==> src/rtl/state_dump_unit.sv <==
`default_nettype none
// ============================================================================
//  Module      : state_dump_unit
//  Description : Architectural-state readout engine for the mips core.
//                On a start request it freezes the core, walks the register
//                file and then the data memory, and streams every word out
//                on a valid/ready interface. Each beat carries its source
//                (out_kind) and its index (out_index).
//
//  Optional feature (compile-time macro DUMP_CHECKSUM_EN):
//                When defined, a running XOR of every dumped word is kept
//                and emitted as one extra beat (out_kind = 2'b10) after the
//                last memory word. When undefined, neither the checksum
//                state nor the accumulator exist.
//
//  Ports:
//    clk        in   1            system clock, rising edge
//    reset      in   1            asynchronous, active-high reset
//    start      in   1            one-cycle dump request, honoured in IDLE
//    stall      out  1            freezes core PC / write enables
//    rf_addr    out  RF_AW        register-file read address (= idx)
//    rf_data    in   DATA_W       combinational register-file read data
//    dm_addr    out  DM_AW        data-memory word read address (= idx)
//    dm_data    in   DATA_W       combinational data-memory read data
//    out_valid  out  1            output beat valid
//    out_ready  in   1            consumer accepts the beat
//    out_data   out  DATA_W       word being emitted
//    out_kind   out  2            00 register, 01 memory, 10 checksum
//    out_index  out  8            zero-extended source index
//    done       out  1            one-cycle pulse after the final transfer
//
//  Revision    : 1.0  initial release
// ============================================================================
module state_dump_unit #(
  parameter int DATA_W    = 32,
  parameter int REG_COUNT = 32,
  parameter int MEM_WORDS = 32
) (
  input  logic                         clk,
  input  logic                         reset,
  input  logic                         start,
  output logic                         stall,
  output logic [$clog2(REG_COUNT)-1:0] rf_addr,
  input  logic [DATA_W-1:0]            rf_data,
  output logic [$clog2(MEM_WORDS)-1:0] dm_addr,
  input  logic [DATA_W-1:0]            dm_data,
  output logic                         out_valid,
  input  logic                         out_ready,
  output logic [DATA_W-1:0]            out_data,
  output logic [1:0]                   out_kind,
  output logic [7:0]                   out_index,
  output logic                         done
);

  // --------------------------------------------------------------------------
  // Constants
  // --------------------------------------------------------------------------
  localparam int RF_AW = $clog2(REG_COUNT);
  localparam int DM_AW = $clog2(MEM_WORDS);
  // One shared index walks both structures, so it must cover the wider one.
  localparam int IDX_W = (RF_AW > DM_AW) ? RF_AW : DM_AW;

  localparam logic [IDX_W-1:0] REG_LAST = IDX_W'(REG_COUNT - 1);
  localparam logic [IDX_W-1:0] MEM_LAST = IDX_W'(MEM_WORDS - 1);

  localparam logic [1:0] KIND_REG  = 2'b00;
  localparam logic [1:0] KIND_MEM  = 2'b01;
`ifdef DUMP_CHECKSUM_EN
  localparam logic [1:0] KIND_CSUM = 2'b10;
`endif

  localparam logic [2:0] S_IDLE  = 3'd0;
  localparam logic [2:0] S_REGS  = 3'd1;
  localparam logic [2:0] S_MEMS  = 3'd2;
  localparam logic [2:0] S_DRAIN = 3'd3;
`ifdef DUMP_CHECKSUM_EN
  localparam logic [2:0] S_CSUM  = 3'd4;
  // After memory the checksum beat is queued before draining.
  localparam logic [2:0] S_AFTER_MEM = S_CSUM;
`else
  localparam logic [2:0] S_AFTER_MEM = S_DRAIN;
`endif

  // --------------------------------------------------------------------------
  // Declarations
  // --------------------------------------------------------------------------
  logic [2:0]        r_state;
  logic [2:0]        w_state_next;
  logic [IDX_W-1:0]  r_idx;
  logic [IDX_W-1:0]  w_idx_next;

  logic              w_slot_free;
  logic              w_xfer;
  logic              w_reg_last;
  logic              w_mem_last;

  logic              w_load;
  logic [1:0]        w_load_kind;
  logic [7:0]        w_load_index;
  logic [DATA_W-1:0] w_load_data;
  logic              w_finish;

`ifdef DUMP_CHECKSUM_EN
  logic [DATA_W-1:0] r_csum;
  logic              w_csum_clear;
  logic              w_csum_acc;
`endif

  // --------------------------------------------------------------------------
  // Handshake helpers and read addresses
  // --------------------------------------------------------------------------
  // The output register may take a new word when it is empty or when its
  // current word leaves this cycle.
  assign w_slot_free = !out_valid || out_ready;
  assign w_xfer      = out_valid && out_ready;
  assign w_reg_last  = (r_idx == REG_LAST);
  assign w_mem_last  = (r_idx == MEM_LAST);

  assign rf_addr = r_idx[RF_AW-1:0];
  assign dm_addr = r_idx[DM_AW-1:0];

  // --------------------------------------------------------------------------
  // FSM: state register
  // --------------------------------------------------------------------------
  always_ff @(posedge clk or posedge reset) begin
    if (reset) begin
      r_state <= S_IDLE;
    end else begin
      r_state <= w_state_next;
    end
  end

  // --------------------------------------------------------------------------
  // FSM: next-state logic
  // --------------------------------------------------------------------------
  always_comb begin
    w_state_next = r_state;
    case (r_state)
      S_IDLE: begin
        if (start) begin
          w_state_next = S_REGS;
        end
      end
      S_REGS: begin
        if (w_slot_free && w_reg_last) begin
          w_state_next = S_MEMS;
        end
      end
      S_MEMS: begin
        if (w_slot_free && w_mem_last) begin
          w_state_next = S_AFTER_MEM;
        end
      end
`ifdef DUMP_CHECKSUM_EN
      S_CSUM: begin
        if (w_slot_free) begin
          w_state_next = S_DRAIN;
        end
      end
`endif
      S_DRAIN: begin
        // Only the final beat is left in the output register here.
        if (w_xfer) begin
          w_state_next = S_IDLE;
        end
      end
      default: begin
        w_state_next = S_IDLE;
      end
    endcase
  end

  // --------------------------------------------------------------------------
  // FSM: output / control logic
  // --------------------------------------------------------------------------
  always_comb begin
    w_load       = 1'b0;
    w_load_kind  = KIND_REG;
    w_load_index = 8'(r_idx);
    w_load_data  = '0;
    w_idx_next   = r_idx;
    w_finish     = 1'b0;
`ifdef DUMP_CHECKSUM_EN
    w_csum_clear = 1'b0;
    w_csum_acc   = 1'b0;
`endif
    // Stall follows the state directly so an asynchronous reset releases
    // the core in the same instant it abandons the dump.
    stall        = (r_state != S_IDLE);

    case (r_state)
      S_IDLE: begin
        if (start) begin
          w_idx_next   = '0;
`ifdef DUMP_CHECKSUM_EN
          w_csum_clear = 1'b1;
`endif
        end
      end
      S_REGS: begin
        if (w_slot_free) begin
          w_load      = 1'b1;
          w_load_kind = KIND_REG;
          w_load_data = rf_data;
          w_idx_next  = w_reg_last ? '0 : r_idx + 1'b1;
`ifdef DUMP_CHECKSUM_EN
          w_csum_acc  = 1'b1;
`endif
        end
      end
      S_MEMS: begin
        if (w_slot_free) begin
          w_load      = 1'b1;
          w_load_kind = KIND_MEM;
          w_load_data = dm_data;
          w_idx_next  = w_mem_last ? '0 : r_idx + 1'b1;
`ifdef DUMP_CHECKSUM_EN
          w_csum_acc  = 1'b1;
`endif
        end
      end
`ifdef DUMP_CHECKSUM_EN
      S_CSUM: begin
        if (w_slot_free) begin
          w_load       = 1'b1;
          w_load_kind  = KIND_CSUM;
          w_load_index = 8'h00;
          w_load_data  = r_csum;
        end
      end
`endif
      S_DRAIN: begin
        w_finish = w_xfer;
      end
      default: begin
      end
    endcase
  end

  // --------------------------------------------------------------------------
  // Datapath: index, output register and done pulse
  // --------------------------------------------------------------------------
  always_ff @(posedge clk or posedge reset) begin
    if (reset) begin
      r_idx     <= '0;
      out_valid <= 1'b0;
      out_data  <= '0;
      out_kind  <= KIND_REG;
      out_index <= 8'h00;
      done      <= 1'b0;
    end else begin
      r_idx <= w_idx_next;
      done  <= w_finish;
      if (w_load) begin
        out_valid <= 1'b1;
        out_data  <= w_load_data;
        out_kind  <= w_load_kind;
        out_index <= w_load_index;
      end else if (w_xfer) begin
        // Reached only for the last beat: nothing new follows it.
        out_valid <= 1'b0;
      end
    end
  end

`ifdef DUMP_CHECKSUM_EN
  // --------------------------------------------------------------------------
  // Running XOR over every register and memory word that is loaded.
  // --------------------------------------------------------------------------
  always_ff @(posedge clk or posedge reset) begin
    if (reset) begin
      r_csum <= '0;
    end else if (w_csum_clear) begin
      r_csum <= '0;
    end else if (w_csum_acc) begin
      r_csum <= r_csum ^ w_load_data;
    end
  end
`endif

endmodule
`default_nettype wire

==> config.mk <==
export PLATFORM = sky130hd
export DESIGN_NAME = state_dump_unit
export DESIGN_NICKNAME = d
export VERILOG_FILES = /design/src/rtl/state_dump_unit.sv
export SDC_FILE = /design/constraint.sdc
export NUM_CORES = 1
export LEC_CHECK = 0
export CORE_ASPECT_RATIO = 1.1
export CORE_MARGIN = 5
export CORE_UTILIZATION = 39
export CTS_CLUSTER_DIAMETER = 100
export DETAILED_ROUTE_END_ITERATION = 8
export GPL_TIMING_DRIVEN = 0
export PLACE_DENSITY = 0.92
export SLEW_MARGIN = 0
export SYNTH_ARGS = -nofsm -noshare
export SYNTH_HDL_FRONTEND = slang
export SYNTH_SLANG_ARGS = --single-unit
==> constraint.sdc <==
create_clock -name clk -period 2 [get_ports clk]
set_input_delay 0.2 -clock clk [delete_from_list [all_inputs] [get_ports clk]]
set_output_delay 0.2 -clock clk [all_outputs]
set_load 0.005 [all_outputs]
* Word-level counts from Yosys, hierarchy flattened
Index checks and enable logic that the tools add are counted.
** Word-level totals
- Input bits :: 68
- Memories kept :: 0
- RAM bits :: 0
- Memory bits (read-only) :: 0
- Bits in registers :: 49
- Latch bits :: 0
** Operators by class
- Reductions and logical operators :: 11
- Equality and inequality tests :: 9
- Shifts and indexed selects :: 0
- Magnitude comparators :: 0
- $add $sub $neg :: 1
- $mul :: 0
- Bitwise logic cells :: 0
- Div/mod/pow operators :: 0
- Muxes and demuxes :: 19
** Operator list (number)
- 32-bit 2-to-1 mux :: 2
- 32-bit one-hot mux with 2 select lines :: 1
- 5-bit 2-to-1 mux :: 3
- 3-bit 2-to-1 mux :: 4
- 3-bit one-hot mux with 4 select lines :: 1
- 5-bit one-hot mux with 2 select lines :: 1
- 2-bit inequality test, second input constant :: 4
- 1-bit 2-to-1 mux :: 7
- 3-bit by 2-bit equality test with 1-bit output, second input constant :: 2
- 5-bit by 1-bit adder with 5-bit output, second input constant :: 1
- 5-bit equality test, second input constant :: 1
- 4-bit AND reduction :: 1
- 2-bit nonzero test :: 2
- 3-bit by 1-bit equality test with 1-bit output, second input constant :: 1
- 3-bit logical NOT :: 1
- 3-bit AND reduction :: 1
- 3-bit nonzero test :: 1
- 1-bit logical AND :: 2
- 2-bit by 1-bit inequality test with 1-bit output, second input constant :: 1
- 2-bit OR reduction :: 1
- 1-bit logical NOT :: 1
- 1-bit logical OR :: 1

* Logic depth before layout (Yosys ltp)
- Word-level depth :: 5
- Mapped depth :: 7

* Least setup slack after synthesis
No wires, ideal clock.
- Kind :: reg2reg
- Start point :: reg r_idx[0] (netlist: dm_addr[0])
- End point :: reg r_state[1]
- Clock period less this slack :: 1801 ps
- Library setup time :: 125 ps
- Setup slack :: 199 ps
- Arrival time :: 1676 ps
- Stages on the path, launching flop included :: 7
- Path buffers :: 0
- Data required time :: 1875 ps
- Path through :: dfrtp_1 -> ha_1 -> and3_1 -> ha_1 -> a21oi_1 -> a211oi_1 -> mux2_2
** On the way
- Word-level cells in the longest chain between the ends :: 4
- Elaborated cells on any way between the ends :: 5
- Those cells by class :: 3 x eq/ne; 2 x reduce/logical
** Ends and longest elaborated chain
- start, declared :: line 89 : logic [IDX_W-1:0] r_idx;
- start signal, assigned :: line 252 : r_idx <= w_idx_next;
- 5-bit equality test (*) :: line 116, 117
- 1-bit logical AND (*) :: line 145, 150
- 2-bit inequality test (no line)
- 4-bit AND reduction (no line) (*)
- end signal, assigned :: line 129 : r_state <= w_state_next;
- end, declared :: line 87 : logic [2:0] r_state;
Mark *: on every way between the ends. The rest lies on a longest branch, timed or not.
A chain may end at the register's enable or synchronous reset.

* Final worst setup path
- Start point :: reg r_idx[1] (netlist: dm_addr[1])
- End point :: reg r_state[1]
The elaborated chain is that of the path after synthesis.

==> results.py <==
metrics = {
    "run_status": {
        "outcome": "completed",
    },
    "timing": {
        "finalHoldViolCount": 0,
        "slew_viol_final": 0,
        "period_share": 0.923,
        "setup_viol": 0,
        "rsz0062_at_grt": "false",
        "fmax_mhz": 541,
        "clock_skew_ns": 0.00380,
        "fin_tns_setup_ns": 0,
        "period_minus_slack_ns": 1.85,
    },
    "critical_path": {
        "slowest_delay_ns": 0.43,
        "cp_top_family": "flip-flops",
        "critPathKind": "reg -> reg",
        "cp-start-kind": "flip-flop",
        "crit_chain": "ha_1 -> and3_1 -> ha_1 -> a21oi_1 -> a211oi_2 -> mux2_2",
        "worst_setup_path_end_kind": "flip-flop",
        "critPathBufInv": 0,
        "worstPathArrival_ns": 2.02,
        "worstPathRequired_ns": 2.18,
        "cp_max_fo": 6,
        "cp_common_cell": "ha_1",
        "slowest_stage": "dfrtp_1",
    },
    "clocking": {
        "htreeDepth": 2,
        "hold_buffers": 0,
        "clock_sinks": 47,
        "numCtsBuffers": 5,
        "cts_tree": "yes",
        "cts_root_buffer": "clkbuf_8",
        "cts.clk_slew.worst_paths_ns": 0.08,
        "clock_path_buffers": 2,
        "clock_latency_ns": 0.29,
    },
    "yosys": {
        "ys_ff_latch": 47,
        "yosys.area.top_type": "dfrtp_1",
        "syn_area_um2": 2290,
        "yosysWarnings": 0,
        "avgSynthCellArea_um2": 10.4,
        "ys_top_cells_by_area": "dfrtp_1, a22oi_1, a21oi_1, nor2_1, ha_1",
        "synth_top_area_frac": 0.513,
        "syn_inst": 221,
        "synth_cell_types": 30,
        "ys_seq_area_frac": 0.513,
    },
    "die": {
        "die_h_um": 90.4,
        "die_area_um2": 7510,
        "rows": 29,
        "ios": 123,
        "initial_core_util": 0.400,
        "die-width_um": 83.1,
        "core_area_um2": 5730,
    },
    "global_routing": {
        "grt_antenna_before_repair": 0,
        "grtUsageTotal": 0.176,
        "overflow": 0,
        "grt_pass1_wl_um": 10900,
        "grt_pass1_vias": 2208,
        "grt_max_degree": 36,
    },
    "detailed_routing": {
        "drc": 0,
        "wire_per_inst_um": 15.6,
        "ant_nets": 0,
        "drt-initial-drc-count": 71,
        "vias_per_cell": 4.91,
        "drtPass1Iterations": 4,
        "wirelength_um": 6680,
        "vias": 2102,
    },
    "cells_and_area": {
        "mostFrequentLayoutCell": "clkdlybuf4s50_1",
        "fillerInstances": 501,
        "drive_gt1_frac": 0.120,
        "diodes": 0,
        "nets": 427,
        "mostFrequentLayoutCells": "clkdlybuf4s50_1, dfrtp_1, nor2_1",
        "postLayoutCellArea_um2": 3700,
        "area_delta_synth_final_pct": 61.3,
    },
    "flow_run": {
        "drv_cap": 0,
    },
    "place": {
        "io_buffers": 118,
        "hpwlAfterDp_um": 5260,
        "gp_congestion": 0.772,
        "dpl_cell_area_um2": 3600,
    },
    "power": {
        "peakVddDrop_uv": 920,
        "p_leak_nw": 1.57,
        "cellPowerDensity_nw_per_um2": 1580,
        "power_mw": 5.85,
    },
    "hold_path": {
        "hold_path_class": "in -> async",
    },
}
layer usage:
layer,vias up,share of wire,GRT usage,wire [µm]
met5,-,0,0,0
met4,0,0.015,0.0613,102
met2,57,0.54,0.326,3600
met1,1012,0.40,0.199,2700
met3,10,0.041,0.0356,277
li1,1023,-,-,-
Yosys cell counts:
cell type,instances
a211oi_1,1
a21oi_1,33
a22oi_1,32
a311oi_4,1
and2_1,2
and3_1,2
buf_2,7
buf_4,9
buf_6,4
buf_8,1
clkbuf_1,4
conb_1,1
dfrtp_1,47
ha_1,7
inv_1,7
mux2_2,4
mux2_4,3
mux2i_1,3
nand2_1,3
nand2b_1,2
nand2b_2,1
nand3_1,4
nor2_1,34
nor2b_1,2
nor3_1,1
o21ai_0,2
o21ai_1,1
o21bai_1,1
o2bb2ai_1,1
or2b_1,1
kinds of logic after synthesis:
| kind of cell | count (synthesis) | synth area share |
|---|---|---|
| mux | 10 | 0.0524 |
| compound gates | 72 | 0.205 |
| buf+inv | 32 | 0.0890 |
| simple gates | 52 | 0.100 |
| other cells | 1 | 0.00164 |
| flops | 47 | 0.513 |
| fa+ha+maj | 7 | 0.0382 |
stage by stage:
stage | std cells | worst slack [ns] | util | hold slack, ns
2_1_floorplan | 224 | 0.199 | - | 0.360
6_report | 428 | 0.153 | 0.645 | 0.171
4_1_cts | 426 | 0.0800 | 0.642 | 0.170
3_3_place_gp | 419 | -0.256 | 0.625 | 0.491
5_1_grt | 428 | 0.0543 | 0.645 | 0.195
3_5_place_dp | 420 | -0.00632 | 0.628 | 0.487
what timing repair did:
| action | 4_1_cts | 5_1_grt |
|---|---|---|
| gates cloned | 0 | 0 |
| gates resized for setup | 1 | 2 |
| pin swaps | 0 | 1 |
| endpoints found under the setup margin | 1 | 4 |
| buffers inserted | 0 | 2 |
final cells by class:
class,count,area [µm²],share of cell area
flip-flops and latches,47,1180,0.318
repair buffers,121,1220,0.329
multi-input cells,145,931,0.252
plain buffers,25,178,0.0481
well taps,77,96.3,0.0261
clock buffers,6,72.6,0.0196
inverters,7,26.3,0.00711
power breakdown:
| group | switching (mW) | leakage (nW) | internal [mW] |
|---|---|---|---|
| clock network | 0.280 | 0.0371 | 0.233 |
| logic | 1.63 | 0.967 | 1.98 |
| registers | 0.291 | 0.568 | 1.44 |
state kept, by name (all words and copies together) (netlist names):
| name | flops |
|---|---|
| out_data | 32 |
| r_state | 2 |
| out_valid | 1 |
| out_kind | 1 |
| out_index | 5 |
| dm_addr | 5 |
| done | 1 |
final timing paths:
path                                 to         start  slack [ns]  cells after the start
max                          r_state[1]    dm_addr[1]        0.15                      6
min                         out_data[4]         reset        0.17                      2
max reg2reg                  r_state[1]    dm_addr[1]        0.15                      6
min reg2reg                out_index[1]  out_index[1]        0.51                      1
max in group asynchronous    dm_addr[0]         reset        1.34                      3
min in group clk           out_index[1]  out_index[1]        0.51                      1
Power figures use the tool's default switching activity.
